--- config.mk ---
export PLATFORM = sky130hd
export DESIGN_NAME = pong_score_unit_flat
export DESIGN_NICKNAME = d
export VERILOG_FILES = /design/src/rtl/pong_score_unit_if.sv /design/src/rtl/pong_score_unit.sv /design/src/flat_wrapper.sv
export SDC_FILE = /design/constraint.sdc
export NUM_CORES = 1
export LEC_CHECK = 0
export ABC_CLOCK_PERIOD_IN_PS = 11300
export CAP_MARGIN = 30
export CORE_ASPECT_RATIO = 1.1
export CORE_MARGIN = 4
export CORE_UTILIZATION = 33
export CTS_CLUSTER_DIAMETER = 120
export DETAILED_ROUTE_END_ITERATION = 16
export PLACE_DENSITY_LB_ADDON = 0.15
export SETUP_SLACK_MARGIN = 0.02
export SLEW_MARGIN = 30
export SYNTH_ARGS = -nofsm -noshare
export SYNTH_HDL_FRONTEND = slang
export SYNTH_SLANG_ARGS = --single-unit
--- constraint.sdc ---
create_clock -name clk_pix -period 11.3 [get_ports clk_pix]
set_clock_uncertainty 0.15 [all_clocks]
set_input_delay 3.39 -clock clk_pix [delete_from_list [all_inputs] [get_ports clk_pix]]
set_output_delay 3.39 -clock clk_pix [all_outputs]
set_load 0.02 [all_outputs]
--- src/rtl/pong_score_unit_if.sv ---
// Signal bundle between the pong top level and the scoring / end-game banner unit.
// The master side supplies wall hits, the target score and the pixel position; the slave side returns the results.
interface pong_score_unit_if;
    logic       left_hit;
    logic       right_hit;
    logic [4:0] max_score;
    logic [9:0] x;
    logic [9:0] y;
    logic [4:0] score_p1;
    logic [4:0] score_p2;
    logic [6:0] seg_p1_tens;
    logic [6:0] seg_p1_ones;
    logic [6:0] seg_p2_tens;
    logic [6:0] seg_p2_ones;
    logic [1:0] winner;
    logic       game_over;
    logic       end_player_px;
    logic       end_win_px;

    modport master (
        output left_hit, right_hit, max_score, x, y,
        input  score_p1, score_p2, seg_p1_tens, seg_p1_ones, seg_p2_tens, seg_p2_ones,
        input  winner, game_over, end_player_px, end_win_px
    );

    modport slave (
        input  left_hit, right_hit, max_score, x, y,
        output score_p1, score_p2, seg_p1_tens, seg_p1_ones, seg_p2_tens, seg_p2_ones,
        output winner, game_over, end_player_px, end_win_px
    );
endinterface

--- src/rtl/pong_score_unit.sv ---
// Pong scoring: edge-detected wall hits feed saturating scores, win latch, 7-seg digit codes,
// and a registered "P1/P2 ... WIN" banner pixel mask for the end-game screen.
module pong_score_unit #(
    parameter int END_X0 = 229,
    parameter int END_Y0 = 220,
    parameter int SCALE  = 4,
    parameter int PITCH  = 24
) (
    input logic              clk_pix,
    input logic              reset,
    pong_score_unit_if.slave bus
);
    localparam logic [9:0] X0      = 10'(END_X0);
    localparam logic [9:0] Y0      = 10'(END_Y0);
    localparam logic [9:0] WIN_W   = 10'(6 * PITCH);
    localparam logic [9:0] WIN_H   = 10'(7 * SCALE);
    localparam logic [9:0] PITCH_W = 10'(PITCH);
    localparam logic [9:0] SCALE_W = 10'(SCALE);
    localparam logic [4:0] SCORE_MAX = 5'd31;

    // Each glyph is 7 rows of 5 bits, top row in the most significant bits.
    localparam logic [34:0] GLYPH_P = {5'h1E, 5'h11, 5'h11, 5'h1E, 5'h10, 5'h10, 5'h10};
    localparam logic [34:0] GLYPH_1 = {5'h04, 5'h0C, 5'h04, 5'h04, 5'h04, 5'h04, 5'h0E};
    localparam logic [34:0] GLYPH_2 = {5'h0E, 5'h11, 5'h01, 5'h02, 5'h04, 5'h08, 5'h1F};
    localparam logic [34:0] GLYPH_W = {5'h11, 5'h11, 5'h11, 5'h15, 5'h15, 5'h15, 5'h0A};
    localparam logic [34:0] GLYPH_I = {5'h0E, 5'h04, 5'h04, 5'h04, 5'h04, 5'h04, 5'h0E};
    localparam logic [34:0] GLYPH_N = {5'h11, 5'h19, 5'h15, 5'h13, 5'h11, 5'h11, 5'h11};

    logic       left_prev_reg, right_prev_reg;
    logic [4:0] score_p1_reg, score_p2_reg;
    logic [1:0] winner_reg;
    logic       game_over_reg;
    logic       player_px_reg, win_px_reg;
    logic       player_px_next, win_px_next;

    always_ff @(posedge clk_pix) begin
        if (reset) begin
            left_prev_reg  <= 1'b0;
            right_prev_reg <= 1'b0;
            score_p1_reg   <= '0;
            score_p2_reg   <= '0;
            winner_reg     <= '0;
            game_over_reg  <= 1'b0;
            player_px_reg  <= 1'b0;
            win_px_reg     <= 1'b0;
        end else begin
            left_prev_reg  <= bus.left_hit;
            right_prev_reg <= bus.right_hit;
            player_px_reg  <= player_px_next;
            win_px_reg     <= win_px_next;
            if (!game_over_reg) begin
                if (bus.right_hit && !right_prev_reg && score_p1_reg != SCORE_MAX)
                    score_p1_reg <= score_p1_reg + 5'd1;
                if (bus.left_hit && !left_prev_reg && score_p2_reg != SCORE_MAX)
                    score_p2_reg <= score_p2_reg + 5'd1;
                // Compared against the registered scores, so the win shows one cycle after the point.
                if (bus.max_score != 5'd0) begin
                    if (score_p1_reg == bus.max_score) begin
                        winner_reg    <= 2'd1;
                        game_over_reg <= 1'b1;
                    end else if (score_p2_reg == bus.max_score) begin
                        winner_reg    <= 2'd2;
                        game_over_reg <= 1'b1;
                    end
                end
            end
        end
    end

    function automatic logic [6:0] seg7(input logic [3:0] d);
        case (d)
            4'd0: seg7 = 7'h3F;
            4'd1: seg7 = 7'h06;
            4'd2: seg7 = 7'h5B;
            4'd3: seg7 = 7'h4F;
            4'd4: seg7 = 7'h66;
            4'd5: seg7 = 7'h6D;
            4'd6: seg7 = 7'h7D;
            4'd7: seg7 = 7'h07;
            4'd8: seg7 = 7'h7F;
            4'd9: seg7 = 7'h6F;
            default: seg7 = 7'h00;
        endcase
    endfunction

    function automatic logic [3:0] tens_of(input logic [4:0] s);
        if (s >= 5'd30)      tens_of = 4'd3;
        else if (s >= 5'd20) tens_of = 4'd2;
        else if (s >= 5'd10) tens_of = 4'd1;
        else                 tens_of = 4'd0;
    endfunction

    function automatic logic [3:0] ones_of(input logic [4:0] s);
        ones_of = 4'(s - 5'(tens_of(s)) * 5'd10);
    endfunction

    // Digit slots: 0 P1 tens, 1 P1 ones, 2 P2 tens, 3 P2 ones.
    logic [6:0] seg_code [4];
    for (genvar gi = 0; gi < 4; gi++) begin : g_seg
        logic [4:0] src;
        assign src          = (gi >= 2) ? score_p2_reg : score_p1_reg;
        assign seg_code[gi] = seg7(((gi % 2) == 0) ? tens_of(src) : ones_of(src));
    end

    logic [9:0]  dx, dy, k_full, col_full, row_full;
    logic        in_window;
    logic [2:0]  row_sel, col_sel, bit_sel;
    logic [5:0]  shamt;
    logic [34:0] glyph;
    logic [4:0]  glyph_row;
    logic        lit;

    always_comb begin
        dx        = bus.x - X0;
        dy        = bus.y - Y0;
        in_window = (bus.x >= X0) && (bus.y >= Y0) && (dx < WIN_W) && (dy < WIN_H);
        k_full    = dx / PITCH_W;
        col_full  = (dx % PITCH_W) / SCALE_W;
        row_full  = dy / SCALE_W;
        // Clamp selectors so the glyph slicing stays in range outside the window.
        row_sel   = (row_full < 10'd7) ? row_full[2:0] : 3'd0;
        col_sel   = (col_full < 10'd5) ? col_full[2:0] : 3'd0;
        bit_sel   = 3'd4 - col_sel;
        shamt     = 6'd5 * (6'd6 - {3'b000, row_sel});
        case (k_full)
            10'd0:   glyph = GLYPH_P;
            10'd1:   glyph = (winner_reg == 2'd2) ? GLYPH_2 : GLYPH_1;
            10'd3:   glyph = GLYPH_W;
            10'd4:   glyph = GLYPH_I;
            10'd5:   glyph = GLYPH_N;
            default: glyph = '0;
        endcase
        glyph_row      = glyph[shamt +: 5];
        lit            = in_window && (col_full < 10'd5) && glyph_row[bit_sel] && (winner_reg != 2'd0);
        player_px_next = lit && (k_full <= 10'd1);
        win_px_next    = lit && (k_full >= 10'd3) && (k_full <= 10'd5);
    end

    assign bus.score_p1      = score_p1_reg;
    assign bus.score_p2      = score_p2_reg;
    assign bus.seg_p1_tens   = seg_code[0];
    assign bus.seg_p1_ones   = seg_code[1];
    assign bus.seg_p2_tens   = seg_code[2];
    assign bus.seg_p2_ones   = seg_code[3];
    assign bus.winner        = winner_reg;
    assign bus.game_over     = game_over_reg;
    assign bus.end_player_px = player_px_reg;
    assign bus.end_win_px    = win_px_reg;
endmodule

--- src/flat_wrapper.sv ---
// flat-port wrapper written by rule: the top's interface ports become plain ports
module pong_score_unit_flat 
#(
    parameter int END_X0 = 229,
    parameter int END_Y0 = 220,
    parameter int SCALE  = 4,
    parameter int PITCH  = 24
)
  (clk_pix, reset, bus_left_hit, bus_right_hit, bus_max_score, bus_x, bus_y, bus_score_p1, bus_score_p2, bus_seg_p1_tens, bus_seg_p1_ones, bus_seg_p2_tens, bus_seg_p2_ones, bus_winner, bus_game_over, bus_end_player_px, bus_end_win_px);
  pong_score_unit_if bus_i ();
  input logic clk_pix;
  input logic reset;
  input wire logic [$bits(bus_i.left_hit)-1:0] bus_left_hit;
  input wire logic [$bits(bus_i.right_hit)-1:0] bus_right_hit;
  input wire logic [$bits(bus_i.max_score)-1:0] bus_max_score;
  input wire logic [$bits(bus_i.x)-1:0] bus_x;
  input wire logic [$bits(bus_i.y)-1:0] bus_y;
  output wire logic [$bits(bus_i.score_p1)-1:0] bus_score_p1;
  output wire logic [$bits(bus_i.score_p2)-1:0] bus_score_p2;
  output wire logic [$bits(bus_i.seg_p1_tens)-1:0] bus_seg_p1_tens;
  output wire logic [$bits(bus_i.seg_p1_ones)-1:0] bus_seg_p1_ones;
  output wire logic [$bits(bus_i.seg_p2_tens)-1:0] bus_seg_p2_tens;
  output wire logic [$bits(bus_i.seg_p2_ones)-1:0] bus_seg_p2_ones;
  output wire logic [$bits(bus_i.winner)-1:0] bus_winner;
  output wire logic [$bits(bus_i.game_over)-1:0] bus_game_over;
  output wire logic [$bits(bus_i.end_player_px)-1:0] bus_end_player_px;
  output wire logic [$bits(bus_i.end_win_px)-1:0] bus_end_win_px;
  assign bus_i.left_hit = bus_left_hit;
  assign bus_i.right_hit = bus_right_hit;
  assign bus_i.max_score = bus_max_score;
  assign bus_i.x = bus_x;
  assign bus_i.y = bus_y;
  assign bus_score_p1 = bus_i.score_p1;
  assign bus_score_p2 = bus_i.score_p2;
  assign bus_seg_p1_tens = bus_i.seg_p1_tens;
  assign bus_seg_p1_ones = bus_i.seg_p1_ones;
  assign bus_seg_p2_tens = bus_i.seg_p2_tens;
  assign bus_seg_p2_ones = bus_i.seg_p2_ones;
  assign bus_winner = bus_i.winner;
  assign bus_game_over = bus_i.game_over;
  assign bus_end_player_px = bus_i.end_player_px;
  assign bus_end_win_px = bus_i.end_win_px;
  pong_score_unit #(.END_X0(END_X0), .END_Y0(END_Y0), .SCALE(SCALE), .PITCH(PITCH)) u_core (.clk_pix(clk_pix), .reset(reset), .bus(bus_i));
endmodule
After elaboration in Yosys (flattened, before gate mapping)
Memory sizes are Yosys's and may differ from the RTL's.
Cells that the tools add are included.
{"block": "classes", "multipliers": 3, "shifts": 1, "n_addsub": 8, "n_div": 2, "n_mux": 18, "reduce_logical": 22, "n_eq_ne": 9, "bitwise_logic": 1, "magnitude_cmp": 16}
{"op": "one-hot mux 35 bit (5 select lines)", "n": 1}
{"op": "indexed part select 35 x 7 -> 5 bit", "n": 1}
{"op": "2-to-1 mux 34 bit", "n": 1}
{"op": "== test 10 x 3 -> 1 bit, second input constant", "n": 2}
{"op": "greater-or-equal comparator 10 x 8 -> 1 bit, second input constant", "n": 2}
{"op": "greater-or-equal comparator 5 bit, second input constant", "n": 4}
{"op": "subtractor 10 x 8 -> 10 bit, second input constant", "n": 2}
{"op": "< comparator 8 x 3 -> 1 bit, second input constant", "n": 2}
{"op": "2-to-1 mux 4 bit", "n": 4}
{"op": "logical AND 1 bit", "n": 13}
{"op": "adder 5 x 1 -> 5 bit, second input constant", "n": 2}
{"op": "divider 10 x 5 -> 10 bit, second input constant", "n": 1}
{"op": "== test 10 x 1 -> 1 bit, second input constant", "n": 1}
{"op": "== test 10 x 2 -> 1 bit, second input constant", "n": 1}
{"op": "== test 5 bit", "n": 2}
{"op": "greater-or-equal comparator 10 x 2 -> 1 bit, second input constant", "n": 1}
{"op": "greater-or-equal comparator 5 x 4 -> 1 bit, second input constant", "n": 2}
{"op": "<= comparator 10 x 1 -> 1 bit, second input constant", "n": 1}
{"op": "<= comparator 10 x 3 -> 1 bit, second input constant", "n": 1}
{"op": "logical NOT 10 bit", "n": 1}
{"op": "< comparator 10 x 5 -> 1 bit, second input constant", "n": 1}
{"op": "< comparator 10 x 8 -> 1 bit, second input constant", "n": 1}
{"op": "remainder unit 10 x 5 -> 10 bit, second input constant", "n": 1}
{"op": "inequality test 5 bit, second input constant", "n": 2}
{"op": "17 further kinds", "n": 30}
{"block": "word_totals", "elab_cells": 92, "regBits": 17, "mem_bits_ro": 448, "mem_count": 4, "inputBits": 29}
{"memory": "(name not given)", "words": 16, "word_bits": 7, "rd": 1, "rd_clocked_by_memory_dff": 0, "write_ports": 0, "line": "pong_score_unit.sv:71", "text": "case (d)"}
{"memory": "(name not given)", "words": 16, "word_bits": 7, "rd": 1, "rd_clocked_by_memory_dff": 0, "write_ports": 0, "line": "pong_score_unit.sv:71"}
{"memory": "(name not given)", "words": 16, "word_bits": 7, "rd": 1, "rd_clocked_by_memory_dff": 0, "write_ports": 0, "line": "pong_score_unit.sv:71"}
{"memory": "(name not given)", "words": 16, "word_bits": 7, "rd": 1, "rd_clocked_by_memory_dff": 0, "write_ports": 0, "line": "pong_score_unit.sv:71"}

Logic depth before layout (Yosys ltp)
{"block": "logic_depth", "ltp_word": 12, "ltp_mapped": 25}

Worst setup path after synthesis
OpenSTA, ideal clock, no wires.
{"block": "synth_timing", "path_type": "input to register", "start": "input port bus_y[2]", "end": "register u_core.player_px_reg, in the netlist u_core.bus.end_player_px", "path_stages": 23, "t_arrival_ps": 8100, "setup_time_ps": 142, "path_buffers": 4, "setup_slack_ps": 2908, "cell_sequence": "ha_1 -> nor4b_1 -> a21oi_1 -> nor3_1 -> a31oi_1 -> a211o_1 -> nand2b_1 -> clkinv_1 -> clkbuf_1 -> buf_2 -> ha_1 -> clkinv_1 -> clkbuf_1 -> ha_1 -> ha_1 -> inv_1 -> fa_1 -> clkbuf_1 -> nor3_1 -> a211oi_1 -> o21ai_0 -> or4_1 -> nor4b_1"}
{"block": "synth_via", "elab_chain_cells": 11, "word_cells_on_any_way": 17, "classes_between": "add/sub: 2; mul: 1; order compare: 3; shift: 1; mux: 3; reduce/logical: 7"}
{"item": "from (decl)", "line": "flat_wrapper.sv:17", "text": "input wire logic [$bits(bus_i.y)-1:0] bus_y;"}
{"item": "subtractor 10 x 8 -> 10 bit", "line": "pong_score_unit.sv:115", "text": "dy = bus.y - Y0;"}
{"item": "< comparator 8 x 3 -> 1 bit", "line": "pong_score_unit.sv:121", "text": "row_sel = (row_full < 10'd7) ? row_full[2:0] : 3'd0;"}
{"item": "2-to-1 mux 3 bit", "line": "pong_score_unit.sv:121"}
{"item": "subtractor 3 x 3 -> 4 bit", "line": "pong_score_unit.sv:124", "text": "shamt = 6'd5 * (6'd6 - {3'b000, row_sel});"}
{"item": "multiplier 3 x 6 -> 6 bit", "line": "pong_score_unit.sv:124"}
{"item": "indexed part select 35 x 7 -> 5 bit", "line": "pong_score_unit.sv:133", "text": "glyph_row = glyph[shamt +: 5];"}
{"item": "binary-select mux 1 bit (select 3 bit)", "line": "pong_score_unit.sv:134", "text": "lit = in_window && (col_full < 10'd5) && glyph_row[bit_sel] && (winner_reg != 2'd0);"}
{"item": "2-to-1 mux 1 bit (implied by the code)", "line": "pong_score_unit.sv:134"}
{"item": "logical AND 1 bit (*) (2 in series)", "line": "pong_score_unit.sv:134"}
{"item": "logical AND 1 bit (*)", "line": "pong_score_unit.sv:135", "text": "player_px_next = lit && (k_full <= 10'd1);"}
{"item": "to (signal assigned)", "line": "pong_score_unit.sv:49", "text": "player_px_reg <= player_px_next;"}
{"item": "to (decl)", "line": "pong_score_unit.sv:33", "text": "logic player_px_reg, win_px_reg;"}
Mark *: on every way between the ends. The rest lies on a longest branch, timed or not. The select of a mux whose other input is x is not followed.
A chain may end at the register's enable or synchronous reset.

Worst setup path after layout
{"block": "layout_timing", "start": "input port bus_x[0]", "end": "register u_core.player_px_reg, in the netlist u_core.bus.end_player_px"}
{"block": "layout_via", "elab_chain_cells": 10, "word_cells_on_any_way": 25, "classes_between": "add/sub: 2; div: 2; order compare: 4; eq/ne: 4; shift: 1; mux: 4; reduce/logical: 8"}
{"item": "from (decl)", "line": "flat_wrapper.sv:16", "text": "input wire logic [$bits(bus_i.x)-1:0] bus_x;"}
{"item": "subtractor 10 x 8 -> 10 bit", "line": "pong_score_unit.sv:114", "text": "dx = bus.x - X0;"}
{"item": "divider 10 x 5 -> 10 bit / remainder unit 10 x 5 -> 10 bit (equally long branches)", "line": "pong_score_unit.sv:117, pong_score_unit.sv:118"}
{"item": "== test 10 x 3 -> 1 bit (tied with other cells)", "line": "pong_score_unit.sv:125", "text": "case (k_full)"}
{"item": "one-hot mux 35 bit (5 select lines) / 2-to-1 mux 3 bit (equally long branches)", "line": "pong_score_unit.sv:125, pong_score_unit.sv:122"}
{"item": "indexed part select 35 x 7 -> 5 bit / subtractor 3 bit (equally long branches)", "line": "pong_score_unit.sv:133, pong_score_unit.sv:123"}
{"item": "binary-select mux 1 bit (select 3 bit)", "line": "pong_score_unit.sv:134"}
{"item": "2-to-1 mux 1 bit (implied by the code)", "line": "pong_score_unit.sv:134"}
{"item": "logical AND 1 bit (2 in series)", "line": "pong_score_unit.sv:134"}
{"item": "logical AND 1 bit (*)", "line": "pong_score_unit.sv:135"}
Marks and branches as above.

==> results.md <==
- Synth warn: 0
- Largest net degree at the start of global routing: 42
- Pwr/cell area: 72.4 nW/um^2
- Worst setup EP type: register
- Tot GR Track Use: 20.3%
- DRT Pass-1 Iters: 5
- Grt total ovfl: 0
- Hold-fix buffers, CTS: 0
- Distinct cells, synth: 77
- Core ar.: 12800 um^2
- Setup ws final: 1.86 ns
- Dpl hpwl: 12.0 mm
- Worst Hold Class: register to register
- Setup tns final: 0 ns
- Clock insertion delay at the later pin of the skew report: 0.25 ns
- Vias per cell: 6.35
- Die width: 117 um
- # H-tree levels: 1
- Final setup fails: 0
- DIE AREA: 15100 um^2
- Initial DRC count: 456
- Top-level port count: 72
- Mean Syn Cell Area: 6.54 um^2
- Share of layout cells above drive strength 1: 3.84%
- Sequential fraction of design power: 18.4%
- RSZ-0062 raised after global routing: no
- CTS sink cnt: 17
- Comb power frac: 62.9%
- Final ANT Viol Nets: 0
- Cells after synthesis: 665
- Worst R2R Setup Slack: 8.04 ns
- Number of global-route vias before repair: 5147
- Clk buf depth: 2
- Setup CP Type: primary input to register
- Post-synth EDFFs: 0
- Worst EP required: 11.25 ns
- Starting Density: 34.1%
- Post-synth top flop: dfxtp_1
- Internal power: 0.200 mW
- WHS Path Cells: 2
- DRC: 0
- CTS clock-pin slew for the worst setup and hold paths: 0.05 ns
- Vias: 5470
- Final nets: 764
- Row cnt: 43
- Psw: 0.175 mW
- Initial antenna violation count: 0
- Slew @ Worst Pin: 0.868 ns
- Crit path launch type: primary input
- Routed wire length: 15.8 mm
- Hold Crit Start: u_core.bus.winner[1]
- Postcts setup bufs: 0
- R2r worst-path depth: 9
- Asr flop ratio synth: 0%
- Fill cells: 1325
- Yosys reg bits: 17
- Outcome: completed
- Max Cap Viol: 0
- Final hold viol count: 0
- Max IR drop VDD: 0.0389 mV
- Area of the mapped netlist: 4350 um^2
- Final estimated routing congestion in global placement: 0.971
- Chip height: 128 um
- Final period util: 83.5%
- Leakage power: 1.91 nW
- Max FO, Critical Path: 11
- Clock power share: 18.7%
- Slew HR: 41.7%
- CTS root buf: clkbuf_16
- Resize count post-CTS: 0
- Worst reg2reg startpoint: u_core.bus.winner[1]
- Worst hold endpoint: u_core.bus.winner[1]
- Seq/Total Area, Yosys: 7.82%
- CTS tree: done
- Place WS: 1.68 ns
- Switch share: 46.7%
- First-pass GRT wire length: 26.3 mm
- DR WL/cell: 18.4 um
- CTS Buf Count: 3
- # diodes: 0
- Fmax: 106 MHz
- Final Critical Period: 9.44 ns
- Synthesis-to-layout area growth: 19.0%
- Critical Path AT: 9.38 ns
- FF-to-FF End: u_core.bus.end_player_px
- PortBufs: 67
- Slew Viols, Final: 0
==> worst max-delay path by stage <==
stage                     cells past startpoint                        to  slack, ns  startpoint
after global placement                       18     u_core.bus.end_win_px       1.80    bus_x[0]
after global routing                         18     u_core.bus.end_win_px       1.41    bus_x[0]
after floorplan                              23  u_core.bus.end_player_px       2.91    bus_y[2]
final                                        18  u_core.bus.end_player_px       1.86    bus_x[0]
after detailed placement                     18  u_core.bus.end_player_px       1.68    bus_x[0]
after CTS                                    18  u_core.bus.end_player_px       1.95    bus_x[0]
==> cells by family (layout without fill, tap and decap cells) <==
group	Yosys count	count (layout)	share of synthesized area, %
other	1	2	0.0862
xor gates and xnor gates	37	37	7.45
adders and majority gates	30	30	9.15
muxes	6	6	1.44
buffers and inverters	73	111	7.13
DFF	17	17	7.82
and+or+nand+nor	267	267	29.6
AOI/OAI and AO/OA	234	234	37.3
==> cell type report <==
type | instances | area, um^2 | area share [%]
multi-input combinational | 576 | 3720 | 71.8
clock buffer | 4 | 78.8 | 1.52
sequential | 17 | 340 | 6.58
tap | 157 | 196 | 3.80
inverter | 34 | 128 | 2.47
timing repair buffer | 73 | 716 | 13.8
==> cells in the mapped netlist (9+ instances only) <==
| cell | n | area share [%] |
|---|---|---|
| o31ai_1 | 11 | 1.9 |
| nand2_1 | 58 | 5.0 |
| a31oi_1 | 13 | 1.9 |
| nor2_1 | 71 | 6.1 |
| nand2b_1 | 10 | 1.4 |
| a211oi_1 | 15 | 2.6 |
| a21oi_1 | 39 | 4.5 |
| nor3_1 | 27 | 3.1 |
| ha_1 | 27 | 7.8 |
| xnor2_1 | 28 | 5.6 |
| clkbuf_1 | 22 | 1.9 |
| nand4_1 | 11 | 1.6 |
| xor2_1 | 9 | 1.8 |
| o211ai_1 | 11 | 1.9 |
| nor2b_1 | 9 | 1.3 |
| inv_1 | 29 | 2.5 |
| o21ai_0 | 47 | 5.4 |
| dfxtp_1 | 17 | 7.8 |
| and3_1 | 9 | 1.3 |
| nand3_1 | 37 | 4.3 |
==> cell usage in the layout (no fill, tap or decap), types with 10 or more instances in the layout <==
master,n
nand2_1,58
a21oi_1,39
nor3_1,27
nand4_1,11
dfxtp_1,17
o211ai_1,11
a211oi_1,15
clkdlybuf4s50_1,67
inv_1,29
a31oi_1,13
o31ai_1,11
xnor2_1,28
nand2b_1,10
nor2_1,71
o21ai_0,47
ha_1,27
nand3_1,37
==> power by group through the flow <==
stage                     Sequential [mW]  Clock, mW  Combinational (mW)
after floorplan                    0.0709          0               0.157
after global placement             0.0701          0               0.230
after detailed placement           0.0700          0               0.229
after CTS                          0.0689     0.0719               0.231
after global routing               0.0694     0.0752               0.256
final                              0.0688     0.0702               0.236
==> routing by layer <==
layer	share of wire [%]	up-vias	GRT usage [%]
li1	-	2574	-
met1	43	2556	27.1
met2	46	322	34.0
met3	10	18	4.22
met4	1.3	0	4.76
met5	0	-	0
==> critical path, stage by stage <==
cell             delay [ns]
clkdlybuf4s50_1        0.54
inv_1                  0.06
ha_1                   0.28
nor2b_1                0.61
o21ai_4                0.20
xnor2_1                0.73
nand3_1                0.16
a211oi_1               0.25
o21bai_1               0.11
or2_0                  0.40
o31ai_2                0.79
inv_1                  0.25
ha_1                   0.47
nor2_1                 0.11
a41oi_1                0.23
o21ai_0                0.12
or4_1                  0.51
nor4b_1                0.17
==> through the flow <==
stage	instance area [um^2]	util, %	hold slack, ns	total power [mW]	cells
floorplan	4350	-	0.423	0.228	666
global placement	5080	39.9	0.380	0.300	857
detailed placement	5100	40.0	0.388	0.299	857
CTS	5170	40.6	0.395	0.372	861
global route	5170	40.6	0.450	0.400	861
finish	5170	40.6	0.394	0.375	861
(Power assumes the default switching activity.)
